--- config.mk ---
export PLATFORM = sky130hd
export DESIGN_NAME = db_multi
export DESIGN_NICKNAME = d
export VERILOG_FILES = /design/src/rtl/db_multi.sv
export SDC_FILE = /design/constraint.sdc
export NUM_CORES = 1
export LEC_CHECK = 0
export CAP_MARGIN = 25
export CORE_MARGIN = 2
export CORE_UTILIZATION = 40
export CTS_CLUSTER_SIZE = 14
export DETAILED_ROUTE_END_ITERATION = 16
export PLACE_DENSITY_LB_ADDON = 0.1
export SETUP_SLACK_MARGIN = 0.3
export SYNTH_ARGS = -nofsm -noshare
export SYNTH_HDL_FRONTEND = slang
export SYNTH_SLANG_ARGS = --single-unit
export TNS_END_PERCENT = 5
--- constraint.sdc ---
create_clock -name clk -period 2.6 [get_ports clk]
set_clock_uncertainty 0.1 [all_clocks]
set_input_delay 0.52 -clock clk [delete_from_list [all_inputs] [get_ports clk]]
set_output_delay 0.52 -clock clk [all_outputs]
set_load 0.02 [all_outputs]
--- src/rtl/db_multi.sv ---
// Multi-channel switch debouncer: per-channel synchronizer, four-state settle FSM,
// registered level with one-cycle rise/fall ticks and a combined tick flag.
module db_multi #(
    parameter int CH          = 8,
    parameter int N           = 21,
    parameter int SYNC_STAGES = 2
) (
    input  logic          clk,
    input  logic          reset_n,
    input  logic [CH-1:0] sw,
    input  logic [N-1:0]  limit,
    output logic [CH-1:0] db_level,
    output logic [CH-1:0] db_rise,
    output logic [CH-1:0] db_fall,
    output logic          any_tick
);

    typedef enum logic [1:0] {
        IDLE = 2'b00,
        DLY0 = 2'b01,
        ONE  = 2'b10,
        DLY1 = 2'b11
    } state_t;

    logic [CH-1:0] sync_q [SYNC_STAGES];
    logic [CH-1:0] sync_d [SYNC_STAGES];
    logic [CH-1:0] s;

    state_t        state_q [CH];
    state_t        state_d [CH];
    logic [N-1:0]  timer_q [CH];
    logic [N-1:0]  timer_d [CH];

    logic [CH-1:0] level_q, level_d;
    logic [CH-1:0] rise_q, rise_d;
    logic [CH-1:0] fall_q, fall_d;
    logic          any_q, any_d;

    always_comb begin
        sync_d[0] = sw;
        for (int k = 1; k < SYNC_STAGES; k++) begin
            sync_d[k] = sync_q[k-1];
        end
    end

    assign s = sync_q[SYNC_STAGES-1];

    // Settle timer stops advancing once it reaches limit, so it can never wrap.
    always_comb begin
        for (int i = 0; i < CH; i++) begin
            state_d[i] = state_q[i];
            timer_d[i] = timer_q[i];
            case (state_q[i])
                IDLE: begin
                    if (s[i]) begin
                        timer_d[i] = '0;
                        state_d[i] = DLY0;
                    end
                end
                DLY0: begin
                    if (!s[i]) begin
                        state_d[i] = IDLE;
                    end else if (timer_q[i] >= limit) begin
                        state_d[i] = ONE;
                    end else begin
                        timer_d[i] = timer_q[i] + N'(1);
                    end
                end
                ONE: begin
                    if (!s[i]) begin
                        timer_d[i] = '0;
                        state_d[i] = DLY1;
                    end
                end
                DLY1: begin
                    if (s[i]) begin
                        state_d[i] = ONE;
                    end else if (timer_q[i] >= limit) begin
                        state_d[i] = IDLE;
                    end else begin
                        timer_d[i] = timer_q[i] + N'(1);
                    end
                end
                default: state_d[i] = IDLE;
            endcase
        end
    end

    // Outputs are registered from the next state so they line up with the state flop.
    always_comb begin
        level_d = '0;
        rise_d  = '0;
        fall_d  = '0;
        for (int i = 0; i < CH; i++) begin
            level_d[i] = (state_d[i] == ONE) || (state_d[i] == DLY1);
            rise_d[i]  = (state_q[i] == DLY0) && (state_d[i] == ONE);
            fall_d[i]  = (state_q[i] == DLY1) && (state_d[i] == IDLE);
        end
        any_d = (|rise_d) | (|fall_d);
    end

    always_ff @(posedge clk or negedge reset_n) begin
        if (!reset_n) begin
            for (int k = 0; k < SYNC_STAGES; k++) begin
                sync_q[k] <= '0;
            end
            for (int i = 0; i < CH; i++) begin
                state_q[i] <= IDLE;
                timer_q[i] <= '0;
            end
            level_q <= '0;
            rise_q  <= '0;
            fall_q  <= '0;
            any_q   <= 1'b0;
        end else begin
            for (int k = 0; k < SYNC_STAGES; k++) begin
                sync_q[k] <= sync_d[k];
            end
            for (int i = 0; i < CH; i++) begin
                state_q[i] <= state_d[i];
                timer_q[i] <= timer_d[i];
            end
            level_q <= level_d;
            rise_q  <= rise_d;
            fall_q  <= fall_d;
            any_q   <= any_d;
        end
    end

    assign db_level = level_q;
    assign db_rise  = rise_q;
    assign db_fall  = fall_q;
    assign any_tick = any_q;

endmodule
After elaboration in Yosys (flattened, before gate mapping). Index checks and enable logic that the tools add are counted.

Register bits after elaboration: 225. Output and inout port bits: 25.

Add/subtract/negate cells: 8. Order comparisons: 8. Eq/ne operators: 72. Mux-type cells: 104. Bitwise logic cells: 1. Reductions and logical operators: 50.

Operator list (number): $mux W21 (40); $pmux W21 S4 (8); $add A21 B1 Y21 const B (8); $ge A21 B21 Y1 (8); $mux W2 (48); $eq A2 B2 Y1 const B (32); $ne A2 B2 Y1 const B (32); $pmux W2 S4 (8); $logic_not A2 Y1 (16); $reduce_and A4 Y1 (8); $eq A2 B1 Y1 const B (8); $logic_and A1 B1 Y1 (16); $reduce_or A8 Y1 (2); $logic_or A1 B1 Y1 (8); $or A1 B1 Y1 (1).

Longest topological paths before layout. Gate-level depths: netlist (run 1).

Depth after elaboration: 8. Gate-level depth with buffers: 11. Mapped depth without buffers: 10.

Least setup slack after synthesis (run 1). No wires, ideal clock.

Kind: input-to-reg. Start: input limit[6]. End: register timer_q[6] (netlist name). Library setup time: 0.120 ns. Arrival: 2.834 ns. Data required time: 2.380 ns. Setup slack: -0.455 ns. Stages on the path: 10. Path buffers: 1. Path through: inv_1 > ha_1 > a21o_1 > a21o_1 > a221o_1 > a211o_1 > buf_4 > a211oi_4 > a31oi_1 > a41o_1.

Cells in the longest elaborated chain, start to end: 4. Elaborated cells on any way between the ends: 5. Those cells by class: order compare (1); mux (4).

Ends and longest elaborated chain: from (decl) (RTL line 11) `input logic [N-1:0] limit,`; $ge A21 B21 Y1 (*) (RTL line 63, 78); $mux W21 (*); $mux W21 (on tied branches); $pmux W21 S4 (*); to (signal, indexed assignment) (RTL line 121) `timer_q[i] <= timer_d[i];`; to (decl) (RTL line 31) `logic [N-1:0] timer_q [CH];`.

Every way passes the cells marked *; elsewhere a longest branch is shown, timed or not. The select of a mux whose other input is x is not followed. A chain may end at the register's enable or synchronous reset.

Final worst setup path (run 1).
Start: register timer_q[6] (netlist name). End: register timer_q[8] (netlist name).

Cells in the longest elaborated chain, start to end: 4. Elaborated cells on any way between the ends: 6. Those cells by class: add/sub (1); order compare (1); mux (4).

Ends and longest elaborated chain: $add A21 B1 Y21 or $ge A21 B21 Y1 (tied branches); $mux W21 (*) (RTL line 63, 78); $mux W21 (on tied branches) (RTL line 76, 61); $pmux W21 S4 (*) (RTL line 53) `case (state_q[i])`.

Marked as above.

==> results of run 1 <==
## metal layers
metal	up-vias	track usage	wire length [um]
met4	0	0.0791	1430
met5	-	0	0
met2	233	0.393	21500
met3	74	0.0317	1750
met1	6594	0.332	21600
li1	6655	-	-
## area by class of cell
type	instances	area, um^2	share of cell area
clock buffers	41	811	0.0376
clock inverters	9	173	0.00801
inverters	59	268	0.0124
multi-input cells	1251	10500	0.487
flip-flops and latches	225	5640	0.261
well taps	468	586	0.0272
repair buffers	387	3580	0.166
## Yosys cell counts, types with 22 or more instances
library cell  number
a21oi_1          126
a31o_2            24
and3_1            41
clkbuf_1          46
dfrtp_1          225
ha_1             176
inv_1             59
nand2_1          154
nand3_1           62
nand4_1           54
nor2_1           126
nor4_1            22
o21ai_0           71
xnor2_1           66
## per-stage QoR
| stage | TNS, ns | utilization |
|---|---|---|
| after CTS | -5.64 | 0.570 |
| after global routing | -12.07 | 0.590 |
| after global placement | -200.07 | 0.494 |
| after floorplan | -22.98 | - |
| after detailed placement | -202.21 | 0.494 |
| final | -3.91 | 0.590 |
## worst max-delay path, stage by stage, from the launching register on
cell	delay, ns
dfrtp_1	0.41
ha_4	0.23
a21o_1	0.15
a21o_1	0.15
a221o_1	0.38
a211o_4	0.38
buf_8	0.14
a211oi_4	0.27
buf_6	0.17
a31oi_4	0.08
a41o_1	0.22
## sequential cells by signal, indices dropped and copies added (netlist names)
signal / flops
any_tick: 1
db_fall: 8
db_level: 8
db_rise: 8
s: 8
state_q: 16
sync_d: 8
timer_q: 168
## cell usage in the layout, fill, tap and decap left out, types with 33 or more instances in the layout
master	instances
buf_6	42
ha_1	139
nor2_1	119
nand3_1	60
buf_4	254
nand2_1	142
inv_1	37
dfrtp_1	221
xnor2_1	62
and3_1	40
ha_4	35
a21oi_1	91
clkdlybuf4s50_1	33
nand4_1	54
o21ai_0	38
## kinds of logic (layout without fill, tap and decap cells)
group	after synthesis	in the layout
simple gates	607	607
compound gates	368	368
flops	225	225
fa+ha+maj	176	176
buf+inv	112	496
xor+xnor	72	72
mux	28	28
## repair_timing
action | 4_1_cts | 5_1_grt
pin swaps | 144 | 114
hold endpoints to repair | 67 | 0
resized for setup | 319 | 141
setup endpoints to repair | 209 | 206
setup buffers | 39 | 10
hold buffers | 1 | 0
gates cloned | 4 | 0
## path summary, 6_finish.rpt
path | start | endpoint | slack (ns) | cells after the start
setup / recovery | timer_q[6]$_DFFE_PN0P_ | timer_q[8]$_DFFE_PN0P_ | -0.20 | 10
hold / removal | sync_d[2]$_DFF_PN0_ | s[2]$_DFF_PN0_ | 0.24 | 0
setup reg to reg | timer_q[6]$_DFFE_PN0P_ | timer_q[8]$_DFFE_PN0P_ | -0.20 | 10
hold reg to reg | sync_d[2]$_DFF_PN0_ | s[2]$_DFF_PN0_ | 0.24 | 0
max in group asynchronous | reset_n | timer_q[92]$_DFFE_PN0P_ | 1.24 | 3
min in group asynchronous | reset_n | db_fall[5]$_DFF_PN0_ | 0.45 | 2
## power groups by stage
stage	clock (W)	sequential (W)	combinational [W]
floorplan	0	0.00430	0.00195
global placement	0	0.00440	0.00343
detailed placement	0	0.00441	0.00346
CTS	0.00433	0.00441	0.00390
global route	0.00448	0.00444	0.00463
finish	0.00422	0.00437	0.00424
==> impl_metrics.json, run 1 <==
{
  "syn2layout_area_growth_pct": 45.4,
  "crit_required_ns": 2.95,
  "gp_congestion": 0.847,
  "power_w": 0.0128,
  "synth_area_leaders": "dfrtp_1 38%, ha_1 15%, a21oi_1 4.3%",
  "finalWorstSetupSlack_ns": -0.200,
  "yosys.cell_types.count": 69,
  "internal_power_w": 0.00831,
  "start_util": 0.406,
  "ys_ff_latch": 225,
  "row_count": 70,
  "fin_crit_sh": 1.08,
  "yosysSeqAreaShare": 0.380,
  "yosys_warnings": 0,
  "viasPerCell": 5.56,
  "stdcell_area_um2": 21600,
  "rsz0062_at_grt": "yes",
  "synth_xor_area_frac": 0.0425,
  "grt_pass1_vias": 13503,
  "violations": "setup timing",
  "yosys.area_share.simple": 0.212,
  "synthMuxAreaShare": 0.0202,
  "ant_nets": 0,
  "dieArea_um2": 38600,
  "nets": 2159,
  "crit_type": "reg2reg",
  "overflow": 0,
  "synth_nets": 1795,
  "diodes": 0,
  "hpwl_um": 32600,
  "slew_headroom": 0.293,
  "end_kind": "register",
  "syn_area_um2": 14800,
  "sw_frac_of_total": 0.352,
  "ioPinCount": 56,
  "htree_levels": 1,
  "maxCapViolCount": 0,
  "crit_fanout": 5,
  "cts_buffers": 28,
  "clock_latency_ns": 0.56,
  "fillers": 3095,
  "synth_top_area_cell": "dfrtp_1",
  "totalWireLength_um": 46300,
  "final-max-slew-violation-count": 0,
  "cts-root-buf": "clkbuf_16",
  "io_buffer_count": 55,
  "switchingPower_w": 0.00451,
  "leakagePower_nw": 9.54,
  "p_per_area_nw_per_um2": 595,
  "syn_avg_cell_area_um2": 9.34,
  "cts_tree": "done",
  "placed_cells": 2335,
  "crit_arrival_ns": 3.15,
  "synthAdderAreaFrac": 0.149,
  "dr_total_vias": 13556,
  "async_reset_ff_frac": 1.00,
  "holdCritPathClass": "reg2reg",
  "final_cells": 2440,
  "seqPwrFrac": 0.341,
  "antenna_found_initial": 0,
  "synth_compound_area_frac": 0.168,
  "pre_cts_slack_ns": -1.22,
  "grt_pass1_wl_um": 73900,
  "synth_top_family_by_area": "simple AND/OR/NAND/NOR gates",
  "core-area_um2": 36500,
  "placed_cell_area_um2": 18100,
  "comb_power_share": 0.330,
  "die_h_um": 197,
  "drtPass1Iterations": 6,
  "synthFlopType": "dfrtp_1",
  "worst_pin_slew_ns": 1.06,
  "vdd_ir_drop_max_v": 0.000688,
  "timing.hold.ws_ns": 0.244,
  "synth-edff-count": 0,
  "drt_iter0_drc": 613,
  "synth_cells": 1588,
  "die_w_um": 197,
  "timing.fmax_mhz": 357,
  "worst_setup_path_start_kind": "register",
  "status": "complete, but fails checks",
  "setup_viol": 63,
  "finalHoldViolCount": 0,
  "grtUsageTotal": 0.241,
  "synth_top_cell_area_share": 0.380,
  "wl_per_cell_um": 19.0,
  "clk_path_buf_depth": 3,
  "clk_pin_slew_ns": 0.06,
  "clkPwrFrac": 0.329,
  "grt_start_max_net_pins": 76,
  "cts_sinks": 225,
  "drc_errors": 0,
  "final_layout_size_suffix_gt1_frac": 0.339,
  "fin_crit_ns": 2.80
}
Power figures use the tool's default switching activity.
==> inputs of run 2 (changes only) <==
ABC_CLOCK_PERIOD_IN_PS = 2600   (was unset)
==> results of run 2 <==
Final layout, timing and power as in run 1 (identical DEF).
